--- src/rtl/intr_sched_pkg.sv ---
// Shared types and constants for the interrupt stimulus scheduler.
// Command fields are carried at fixed 32-bit width; instances zero-extend their narrower ports.
package intr_sched_pkg;

   typedef enum logic [1:0] {
      IDLE = 2'd0,
      WAIT = 2'd1,
      HOLD = 2'd2
   } state_t;

   localparam int CMD_LINE_W  = 32;
   localparam int CMD_DELAY_W = 32;
   localparam int CMD_HOLD_W  = 32;

   // A hold of zero means "raise and leave asserted until the mailbox clears it".
   localparam logic [CMD_HOLD_W-1:0] HOLD_LEVEL = '0;

   typedef struct packed {
      logic [CMD_LINE_W-1:0]  line;
      logic [CMD_DELAY_W-1:0] delay;
      logic [CMD_HOLD_W-1:0]  hold;
   } cmd_t;

endpackage

--- src/rtl/intr_delay_counter.sv ---
// Loadable down-counter that stops at zero; reused for both the delay and the hold phase.
module intr_delay_counter #(
   parameter int W = 32
) (
   input  logic         clock,
   input  logic         reset,
   input  logic         load,
   input  logic [W-1:0] value,
   output logic         zero
);

   logic [W-1:0] count;

   always_ff @(posedge clock or posedge reset) begin
      if (reset) begin
         count <= '0;
      end else if (load) begin
         count <= value;
      end else if (count != '0) begin
         count <= count - W'(1);
      end
   end

   assign zero = (count == '0);

endmodule

--- src/rtl/intr_stim_scheduler.sv ---
// Drives interrupt lines on a programmed schedule: one command at a time, pulse or level mode.
// Handshake: a command is taken on any edge where cmd_valid and cmd_ready are both high.
module intr_stim_scheduler
   import intr_sched_pkg::*;
#(
   parameter  int ID      = 0,
   parameter  int WIDTH   = 1,
   parameter  int DELAY_W = 16,
   parameter  int HOLD_W  = 16,
   localparam int LINE_W  = (WIDTH > 1) ? $clog2(WIDTH) : 1
) (
   input  logic               clock,
   input  logic               reset,
   input  logic               cmd_valid,
   output logic               cmd_ready,
   input  logic [LINE_W-1:0]  cmd_line,
   input  logic [DELAY_W-1:0] cmd_delay,
   input  logic [HOLD_W-1:0]  cmd_hold,
   input  logic               clear_valid,
   input  logic [LINE_W-1:0]  clear_line,
   output logic [WIDTH-1:0]   interrupts,
   output logic               busy,
   output logic               cmd_done,
   output logic               cmd_err
);

   state_t                 state;
   state_t                 state_nxt;
   cmd_t                   cmd_in;
   logic                   accept;
   logic                   cnt_load;
   logic [CMD_DELAY_W-1:0] cnt_value;
   logic                   cnt_zero;
   logic                   set_line;
   logic                   end_pulse;
   logic                   finish;
   logic [CMD_LINE_W-1:0]  line_q;
   logic [CMD_HOLD_W-1:0]  hold_q;
   logic                   preowned_q;
   logic                   preowned_d;
   logic                   done_q;
   logic                   err_q;
   logic [WIDTH-1:0]       irq_q;
   logic [WIDTH-1:0]       irq_nxt;
   logic                   unused_id;

   assign unused_id = (ID == 0);

   assign cmd_in = '{line:  CMD_LINE_W'(cmd_line),
                     delay: CMD_DELAY_W'(cmd_delay),
                     hold:  CMD_HOLD_W'(cmd_hold)};

   assign cmd_ready = (state == IDLE) && !reset;
   assign accept    = cmd_valid && cmd_ready;

   intr_delay_counter #(.W(CMD_DELAY_W)) u_counter (
      .clock (clock),
      .reset (reset),
      .load  (cnt_load),
      .value (cnt_value),
      .zero  (cnt_zero)
   );

   always_ff @(posedge clock or posedge reset) begin
      if (reset) begin
         state <= IDLE;
      end else begin
         state <= state_nxt;
      end
   end

   // Hold is reloaded as hold-1 so the pulse ends on the edge the counter reads zero.
   always_comb begin
      state_nxt = state;
      cnt_load  = 1'b0;
      cnt_value = '0;
      set_line  = 1'b0;
      end_pulse = 1'b0;
      finish    = 1'b0;
      case (state)
         IDLE: begin
            if (accept) begin
               state_nxt = WAIT;
               cnt_load  = 1'b1;
               cnt_value = cmd_in.delay;
            end
         end
         WAIT: begin
            if (cnt_zero) begin
               set_line = 1'b1;
               if (hold_q == HOLD_LEVEL) begin
                  state_nxt = IDLE;
                  finish    = 1'b1;
               end else begin
                  state_nxt = HOLD;
                  cnt_load  = 1'b1;
                  cnt_value = hold_q - CMD_HOLD_W'(1);
               end
            end
         end
         HOLD: begin
            if (cnt_zero) begin
               end_pulse = 1'b1;
               finish    = 1'b1;
               state_nxt = IDLE;
            end
         end
         default: state_nxt = IDLE;
      endcase
   end

   // Clear is applied first so a same-edge set overrides it; out-of-range lines match nothing.
   always_comb begin
      irq_nxt    = irq_q;
      preowned_d = 1'b0;
      for (int i = 0; i < WIDTH; i++) begin
         if (clear_valid && (CMD_LINE_W'(clear_line) == CMD_LINE_W'(i))) begin
            irq_nxt[i] = 1'b0;
         end
         if (line_q == CMD_LINE_W'(i)) begin
            if (set_line) begin
               preowned_d = irq_q[i] &&
                            !(clear_valid && (CMD_LINE_W'(clear_line) == CMD_LINE_W'(i)));
               irq_nxt[i] = 1'b1;
            end
            if (end_pulse && !preowned_q) begin
               irq_nxt[i] = 1'b0;
            end
         end
      end
   end

   always_ff @(posedge clock or posedge reset) begin
      if (reset) begin
         line_q     <= '0;
         hold_q     <= '0;
         preowned_q <= 1'b0;
         irq_q      <= '0;
         done_q     <= 1'b0;
         err_q      <= 1'b0;
      end else begin
         if (accept) begin
            line_q <= cmd_in.line;
            hold_q <= cmd_in.hold;
         end
         if (set_line) begin
            preowned_q <= preowned_d;
         end
         irq_q  <= irq_nxt;
         done_q <= finish;
         err_q  <= finish && (line_q >= CMD_LINE_W'(WIDTH));
      end
   end

   assign interrupts = irq_q;
   assign busy       = (state != IDLE);
   assign cmd_done   = done_q;
   assign cmd_err    = err_q;

endmodule

--- config.mk ---
export PLATFORM = sky130hd
export DESIGN_NAME = intr_stim_scheduler
export DESIGN_NICKNAME = d
export VERILOG_FILES = /design/src/rtl/intr_sched_pkg.sv /design/src/rtl/intr_delay_counter.sv /design/src/rtl/intr_stim_scheduler.sv
export SDC_FILE = /design/constraint.sdc
export NUM_CORES = 1
export LEC_CHECK = 0
export ABC_AREA = 1
export ABC_CLOCK_PERIOD_IN_PS = 2000
export BUFFER_PORTS_ARGS = -buffer_cell sky130_fd_sc_hd__buf_2
export CAP_MARGIN = 10
export CORE_MARGIN = 1.5
export CORE_UTILIZATION = 46
export CTS_CLUSTER_SIZE = 30
export DETAILED_ROUTE_END_ITERATION = 10
export MAX_ROUTING_LAYER = met4
export PLACE_DENSITY = 0.72
export SLEW_MARGIN = 0
export SYNTH_ARGS = -nofsm -noshare
export SYNTH_HDL_FRONTEND = slang
export SYNTH_SLANG_ARGS = --single-unit
--- constraint.sdc ---
create_clock -name clock -period 2 [get_ports clock]
set_input_delay 0.1 -clock clock [delete_from_list [all_inputs] [get_ports clock]]
set_output_delay 0.1 -clock clock [all_outputs]
set_load 0.01 [all_outputs]
==> results of run 1 <==
## cell usage after synthesis (all sizes together)
master / number
nor3: 10
nor2: 108
a21oi: 5
inv: 61
o211ai: 2
dfrtp: 55
nor3b: 1
nand2: 157
o22ai: 1
nand4: 10
nand3: 41
clkbuf: 2
nand3b: 2
xnor2: 13
o21ai: 26
buf: 6
xor2: 18
ha: 6
## final timing paths
check,startpoint,cells after the start,endpoint
hold reg to reg,state[0],2,state[0]
setup reg to reg,u_counter.count[0],11,cmd_err
setup / recovery,u_counter.count[0],11,cmd_err
min in group asynchronous,reset,3,u_counter.count[11]
max in group asynchronous,reset,4,u_counter.count[26]
hold / removal,cmd_hold[2],3,hold_q[2]
## per-layer routing
metal	wire length, um	global-route usage (%)	vias up
li1	-	-	1786
met1	4260	29.7	1535
met2	4620	40.3	74
met3	323	3.33	16
met4	227	9.09	0
met5	0	-	-
## sequential cells by signal, summed over array words and instances, names as in the netlist
signal,count
line_q,1
state,2
interrupts,1
cmd_err,1
preowned_q,1
cmd_done,1
hold_q,16
u_counter.count,32
## report_power, final
group | switching [W] | internal [W]
combinational | 0.00145 | 0.000895
clock | 0.000332 | 0.000235
sequential | 0.000334 | 0.00146
## cell type report
class | count | area, um^2
inverter | 61 | 236
sequential | 55 | 1380
fill | 750 | 3410
timing repair buffer | 71 | 490
tap | 102 | 128
clock buffer | 6 | 72.6
multi-input combinational | 400 | 2100
## through the flow
step	setup TNS [ns]	total power, W	area [um^2]	worst slack [ns]	hold slack (ns)
global route	-0.00131	0.00516	4400	-0.00131	0.00575
CTS	0	0.00462	4330	0.0480	0.0000639
detailed placement	0	0.00401	4150	0.0611	0.211
floorplan	0	0.00342	3750	0.233	0.210
finish	0	0.00470	4400	0.134	0.00764
global placement	0	0.00395	4150	0.137	0.208
## kinds of logic after synthesis
logic type | count (synthesis) | synth area share (%)
fa+ha+maj | 6 | 2.00
simple gates | 329 | 41.2
buf+inv | 69 | 8.10
compound gates | 34 | 4.80
flops | 55 | 36.7
xor+xnor | 31 | 7.24
## worst max-delay path: cells and delay by family, from the launching register on
kind | cells | cell delay (ns)
compound gates | 1 | 0.14
buf+inv | 2 | 0.27
flops | 1 | 0.42
simple gates | 7 | 0.77
fa+ha+maj | 1 | 0.19
## what timing repair did
item,CTS,global route
endpoints found under the setup margin,0,29
endpoints found under the hold margin,35,0
hold buffers,10,0
setup buffers,0,5
gates resized for setup,0,10
## placed cells by master, fill, tap and decap left out, drive strengths merged, types with 5 or more instances in the layout
cell and count:
xor2 18, clkbuf 6, nor2 108, nor3 10, ha 6, nand4 10
dfrtp 55, nand2 157, inv 61, a21oi 5, buf 61, dlygate4sd3 10
o21ai 26, nand3 41, xnor2 13
==> out/results.ini, run 1 <==
[routing]
firstDrtPassIters=4
drt-total-wl_um=9440
antenna_left=0
wl_per_cell_um=13.6
vias_per_cell=4.91
drc=0
drtIter0Drc=176
via_count=3411

[finish]
antennaDiodeCount=0
fin_nets=638
fin_util_pct=56.4
syn_to_final_growth_pct=17.3
layout-drive-gt1-share_pct=19.6
final_cells=695

[die]
start_util_pct=48.1
die_h_um=93.3
core_mm2=0.00781
die_area_mm2=0.00871
die_w_um=93.3
io_pins=43
placement_rows=32

[synthesis]
syn_inst=524
synth_area_mm2=0.00375
ys_seq_elements=55
yosysWarningCount=0
syn_nets=568
yosys.area.top_type=dfrtp_1
synth.distinct_cells=35
seq_area_frac_synth_pct=36.7
yosys-top-cells-area=dfrtp_1, nand2_1, nor2_1, inv_1, nand3_1
synth_top_cell_area_share_pct=36.7
syn_area_per_cell_um2=7.16

[place]
place.gp.congestion=0.916
dp_hpwl_um=7420
place_inst=674
io_buffer_count=42

[setup_path]
cp_slowest_cell=dfrtp_1
cp_cell_sequence=inv_2 > ha_2 > nand3_1 > nor2_1 > nand2_1 > nor2_8 > buf_4 > nand2_2 > o21ai_2 > nand2_1 > nor2_1
required_ns=2.23
cp_max_fo=8
critPathKind=reg2reg
crit_path_start_kind=flip-flop
critPathCaptureType=flip-flop
critical_path_arrival_ns=2.10
critPathMaxStageDelay_ns=0.42
rrSetupSlack_ns=0.13

[timing]
slew_headroom_pct=61.5
hold_viol=0
min_period_over_period_pct=93.3
slew_viol_final=0
setup_violations=0
max_freq_ghz=0.536
min_period_ns=1.87
tightest_slew_ns=0.577
finalClockSkew_ns=0.0100

[clocking]
path_clk_slew_ns=0.09
clock_sinks=55
cts_htree_levels=2
clock_path_buffers=2
cts_tree=done
clk_latency_ns=0.30
cts_made_buffers=5
cts.root.buffer_cell=clkbuf_8

[power_and_ir_drop]
p_leak_nw=2.31
power_density_mw_per_mm2=1070
peakVddDrop_mv=0.582

[global_routing]
grt_pass1_wl_um=15900
antenna_found_initial=0
grt_start_max_net_pins=52
overflow=0
grt_pass1_vias=3436
grt_usage_pct=24.2

[worst_hold_path]
min_path_type=in2reg

[run_status]
status=finished, final reports clean

[flow_run]
drv_cap=0

Power figures use the tool's default switching activity.
==> run 2, diff against run 1 <==
==> constraint.sdc (replaced) <==
create_clock -name clock -period 2 [get_ports clock]
set_input_delay 0.2 -clock clock [delete_from_list [all_inputs] [get_ports clock]]
set_output_delay 0.2 -clock clock [all_outputs]
set_load 0.01 [all_outputs]
==> run 2 against run 1 <==
Compared with the run above: wire length up 1.3%; power up 2.4%; die area stayed put; largest power group unchanged; critical endpoint is now u_counter.count[12]; worst hold slack gained 0.069 ns; highest routed layer unchanged; count of clock-buffer cells in the layout did not move; first-iteration DRC count increased by 1.1%; sequential power barely moved.
==> out/results.ini, run 2 (synthesis results as in run 1) <==
[global_routing]
grt_pass1_vias=3476
grt_pass1_wl_um=16300
grt_start_max_net_pins=56
grt_usage_pct=25.0
overflow=0
antenna_found_initial=0

[die]
die_area_mm2=0.00871
start_util_pct=48.1
core_mm2=0.00781
placement_rows=32
die_w_um=93.3
die_h_um=93.3
io_pins=43

[run_status]
status=finished, final reports clean

[finish]
syn_to_final_growth_pct=16.4
final_cells=690
seq_area_mm2=0.00138
fin_nets=632
antennaDiodeCount=0
largest_reg_flops=32
regMostFlops=u_counter.count
mostFrequentLayoutCell=nand2_1
top_regs=u_counter.count x32, hold_q x16, state x2
final_cell_mix=nand2_1, nor2_1, dfrtp_1
num-fill-cells=779
layout-drive-gt1-share_pct=20.4
multi_input_area_mm2=0.00211
finish.instance_area_mm2=0.00437

[clocking]
clk_latency_ns=0.32
cts_tree=done
path_clk_slew_ns=0.10
clock_sinks=55
cts_htree_levels=2
cts.root.buffer_cell=clkbuf_8
cts_made_buffers=5
clock_path_buffers=2

[timing]
max_freq_ghz=0.541
slew_headroom_pct=77.3
finalClockSkew_ns=0.0141
slew_viol_final=0
setup_violations=0
setup_total_negative_slack_ns=0
min_period_over_period_pct=92.4
tightest_slew_ns=0.337
hold_viol=0
min_period_ns=1.85

[setup_path]
critPathKind=reg2reg
path_delay_family=simple AND/OR/NAND/NOR gates
cp_max_fo=16
critPathCaptureType=flip-flop
critPathMaxStageDelay_ns=0.39
r2r-start=hold_q[1]
required_ns=2.22
worstSetupStartpoint=hold_q[1]
cp_cell_sequence=inv_1 > ha_4 > nand2_2 > nor2_4 > nand2_4 > nand2_4 > inv_4 > nand2_8 > nand2_8 > nor2_4 > inv_2 > nand2_1 > inv_1
cp_slowest_cell=dfrtp_1
critical_path_arrival_ns=2.07
crit_path_start_kind=flip-flop
worst-path-buf-inv=4

[worst_hold_path]
hp-start=cmd_hold[7]
min_path_type=in2reg

[power_and_ir_drop]
peakVddDrop_mv=0.654
p_leak_nw=2.31
power_density_mw_per_mm2=1100
finalPower_w=0.00482

[routing]
route.met2.wl_um=4710
wl_met1_um=4250
drt-total-wl_um=9560
via_count=3482
drc=0
drtIter0Drc=178
vias_per_cell=5.05
wl_per_cell_um=13.9
firstDrtPassIters=4
top_layer=met4
antenna_left=0
wl_met3_um=404

[place]
io_buffer_count=42
dp_hpwl_um=7530
place.gp.congestion=0.980
dpl_cell_area_mm2=0.00415
place_inst=674

[flow_run]
drv_cap=0

-- run 2: cell types whose count changed in the layout (fill, tap and decap cells not counted), sizes merged --
cell         delta
bufinv          +1
buf             +3
dlygate4sd3     -9
-- run 2: area by class of cell --
| cell class | instances | area share (%) |
|---|---|---|
| clock inverters | 1 | 0.687 |
| flip-flops and latches | 55 | 31.5 |
| well taps | 102 | 2.92 |
| repair buffers | 65 | 9.40 |
| multi-input cells | 400 | 48.4 |
| clock buffers | 6 | 1.66 |
| inverters | 61 | 5.41 |
-- run 2: final timing paths --
kind	slack (ns)	end	cells past startpoint
setup reg to reg	0.15	u_counter.count[12]	13
max in group asynchronous	1.25	u_counter.count[24]	4
setup / recovery	0.15	u_counter.count[12]	13
hold reg to reg	0.52	state[0]	2
hold / removal	0.08	hold_q[7]	3
min in group asynchronous	0.50	state[1]	4
-- run 2: worst min-delay path: stages --
cell and delay (ns):
buf_2 0.08, nand2_1 0.04, nand2_1 0.04
-- run 2: power by group --
| part | internal [W] | switching, W |
|---|---|---|
| combinational | 0.000858 | 0.00144 |
| sequential | 0.00146 | 0.000329 |
| clock | 0.000368 | 0.000361 |
-- run 2: metal layers --
layer | track usage, % | up-vias
li1 | - | 1765
met2 | 41.5 | 76
met1 | 31.0 | 1621
met3 | 3.50 | 20
met4 | 8.96 | 0
met5 | - | -
-- run 2: timing repair --
action / in CTS / in global routing
gates resized for setup: 0 / 11
hold buffers: 1 / 0
endpoints found under the hold margin: 55 / 0
endpoints found under the setup margin: 0 / 24
buffers inserted: 0 / 8
-- run 2: through the flow --
| step | util (%) | setup slack (ns) | hold slack, ns |
|---|---|---|---|
| 2_1_floorplan | - | 0.233 | 0.310 |
| 3_3_place_gp | 53.2 | 0.131 | 0.284 |
| 3_5_place_dp | 53.2 | 0.0935 | 0.289 |
| 4_1_cts | 54.6 | 0.0731 | 0.0713 |
| 5_1_grt | 55.9 | -0.000717 | 0.0835 |
| 6_report | 55.9 | 0.153 | 0.0764 |
==> run 3, diff against run 2 <==
==> constraint.sdc (replaced) <==
create_clock -name clock -period 2 [get_ports clock]
set_input_delay 0.4 -clock clock [delete_from_list [all_inputs] [get_ports clock]]
set_output_delay 0.4 -clock clock [all_outputs]
set_load 0.01 [all_outputs]
==> run 3 against run 2 <==
Compared with the run above: register-to-register slack worse by 0.02 ns; clock power is 16% lower; via count is 2.3% lower; combinational power hardly changed; setup slack worse by 0.015 ns.
==> out/results.ini, run 3 (synthesis results as in run 1) <==
[timing]
setup_total_negative_slack_ns=0
slew_viol_final=0
final.setup.worst_slack_ns=0.138
setup_violations=0
finalClockSkew_ns=0.0101
slew_headroom_pct=78.2
tightest_slew_ns=0.324
min_period_ns=1.86
hold_viol=0
min_period_over_period_pct=93.1
max_freq_ghz=0.537

[routing]
drtIter0Drc=179
drt-total-wl_um=9440
antenna_left=0
firstDrtPassIters=4
via_count=3403
vias_per_cell=4.95
drc=0
wl_per_cell_um=13.7

[power_and_ir_drop]
netSwitchingFraction_pct=45.3
power_density_mw_per_mm2=1090
comb_power_share_pct=48.6
p_seq_share_pct=38.4
p_leak_nw=2.27
switching_power_w=0.00212
power_frac_clock_pct=13.1
p_int_w=0.00257
peakVddDrop_mv=0.713

[global_routing]
overflow=0
antenna_found_initial=0
grt_pass1_wl_um=15700
grt_pass1_vias=3401
grt_usage_pct=23.8
grt_start_max_net_pins=56

[finish]
finish.instance_area_mm2=0.00431
regMostFlops=u_counter.count
layout-drive-gt1-share_pct=20.6
antennaDiodeCount=0
num-fill-cells=799
largest_reg_flops=32
final_cell_mix=nand2_1, nor2_1, dfrtp_1
fin_nets=629
top_regs=u_counter.count x32, hold_q x16, state x2
mostFrequentLayoutCell=nand2_1
syn_to_final_growth_pct=14.7

[setup_path]
worstSetupStartpoint=hold_q[1]
critical_path_arrival_ns=2.08
r2r-end=u_counter.count[15]
r2r-start=hold_q[1]
reg2regPathDepth=13
cp_max_fo=14
cp_slowest_cell=dfrtp_1
critPathCaptureType=flip-flop
critPathKind=reg2reg
crit_path_end=u_counter.count[15]
required_ns=2.21
crit_path_start_kind=flip-flop
critPathMaxStageDelay_ns=0.39
cp_cell_sequence=inv_1 > ha_4 > nand2_2 > nor2_4 > nand2_4 > nand2_4 > inv_4 > nand2_8 > nand2_8 > nor2_4 > inv_2 > nand2_1 > inv_1
rrSetupSlack_ns=0.14

[clocking]
path_clk_slew_ns=0.09
cts_htree_levels=2
clk_latency_ns=0.31
cts_made_buffers=5
cts.root.buffer_cell=clkbuf_8
clock_path_buffers=2
cts_tree=done
clock_sinks=55

[die]
placement_rows=32
die_h_um=93.3
start_util_pct=48.1
io_pins=43
die_area_mm2=0.00871
core_mm2=0.00781
die_w_um=93.3

[worst_hold_path]
min_path_type=in2async

[place]
place.gp.congestion=0.936
pre_cts_slack_ns=0.0764
io_buffer_count=42
dp_hpwl_um=7470
dpl_cell_area_mm2=0.00415

[flow_run]
drv_cap=0

[run_status]
status=finished, final reports clean

## run 3: changes by cell type in the layout (fill, tap and decap cells not counted), sizes merged
cell / before / now
clkinv: 0 / 1
dlygate4sd3: 1 / 0
buf: 64 / 62
bufinv: 1 / 0
clkinvlp: 0 / 1
## run 3: critical path: cells and delay by family (launching register included)
family / cells / cell delay, ns
AND/OR/NAND/NOR: 8 / 0.89
buffers and inverters: 4 / 0.29
adder cells (fa/ha/maj): 1 / 0.17
flip-flops: 1 / 0.39
## run 3: final cells by class
cell class / instances / area (um^2) / share of cell area [%]
Sequential cell: 55 / 1380 / 32.0
Clock inverter: 2 / 12.5 / 0.291
Multi-Input combinational cell: 400 / 2090 / 48.6
Timing Repair Buffer: 62 / 385 / 8.95
Clock buffer: 6 / 72.6 / 1.69
Tap cell: 102 / 128 / 2.96
Inverter: 61 / 236 / 5.49
## run 3: worst min-delay path by stage
stage / startpoint / to / slack (ns) / cells past startpoint
2_1_floorplan: state[0] / state[0] / 0.47 / 2
3_3_place_gp: reset / state[1] / 0.48 / 3
3_5_place_dp: reset / interrupts / 0.49 / 3
4_1_cts: reset / u_counter.count[19] / 0.15 / 3
5_1_grt: reset / cmd_err / 0.16 / 3
6_report: reset / interrupts / 0.13 / 3
## run 3: layer usage
metal	GRT usage (%)	vias to the layer above	part of all wire, %
met5	-	-	0
met1	28.2	1565	44
met2	41.4	66	50
met4	7.95	0	2.6
li1	-	1757	-
met3	3.25	15	3.5
## run 3: stage by stage
stage | total power [W] | std cells | hold slack [ns] | util (%)
final | 0.00469 | 688 | 0.127 | 55.1
after floorplan | 0.00342 | 524 | 0.470 | -
after detailed placement | 0.00400 | 674 | 0.493 | 53.2
after global routing | 0.00512 | 688 | 0.156 | 55.1
after CTS | 0.00463 | 682 | 0.149 | 54.3
after global placement | 0.00395 | 674 | 0.482 | 53.2
## run 3: what timing repair did
| action | CTS | global route |
|---|---|---|
| endpoints found under the setup margin | 0 | 23 |
| resized for setup | 0 | 8 |
| hold buffers | 0 | 0 |
| setup buffers | 0 | 6 |
## run 3: power groups by stage
stage	Combinational, W	Sequential (W)	Clock (W)
5_1_grt	0.00260	0.00184	0.000670
6_report	0.00228	0.00180	0.000613
4_1_cts	0.00220	0.00179	0.000638
3_3_place_gp	0.00215	0.00180	0
3_5_place_dp	0.00219	0.00181	0
2_1_floorplan	0.00169	0.00173	0
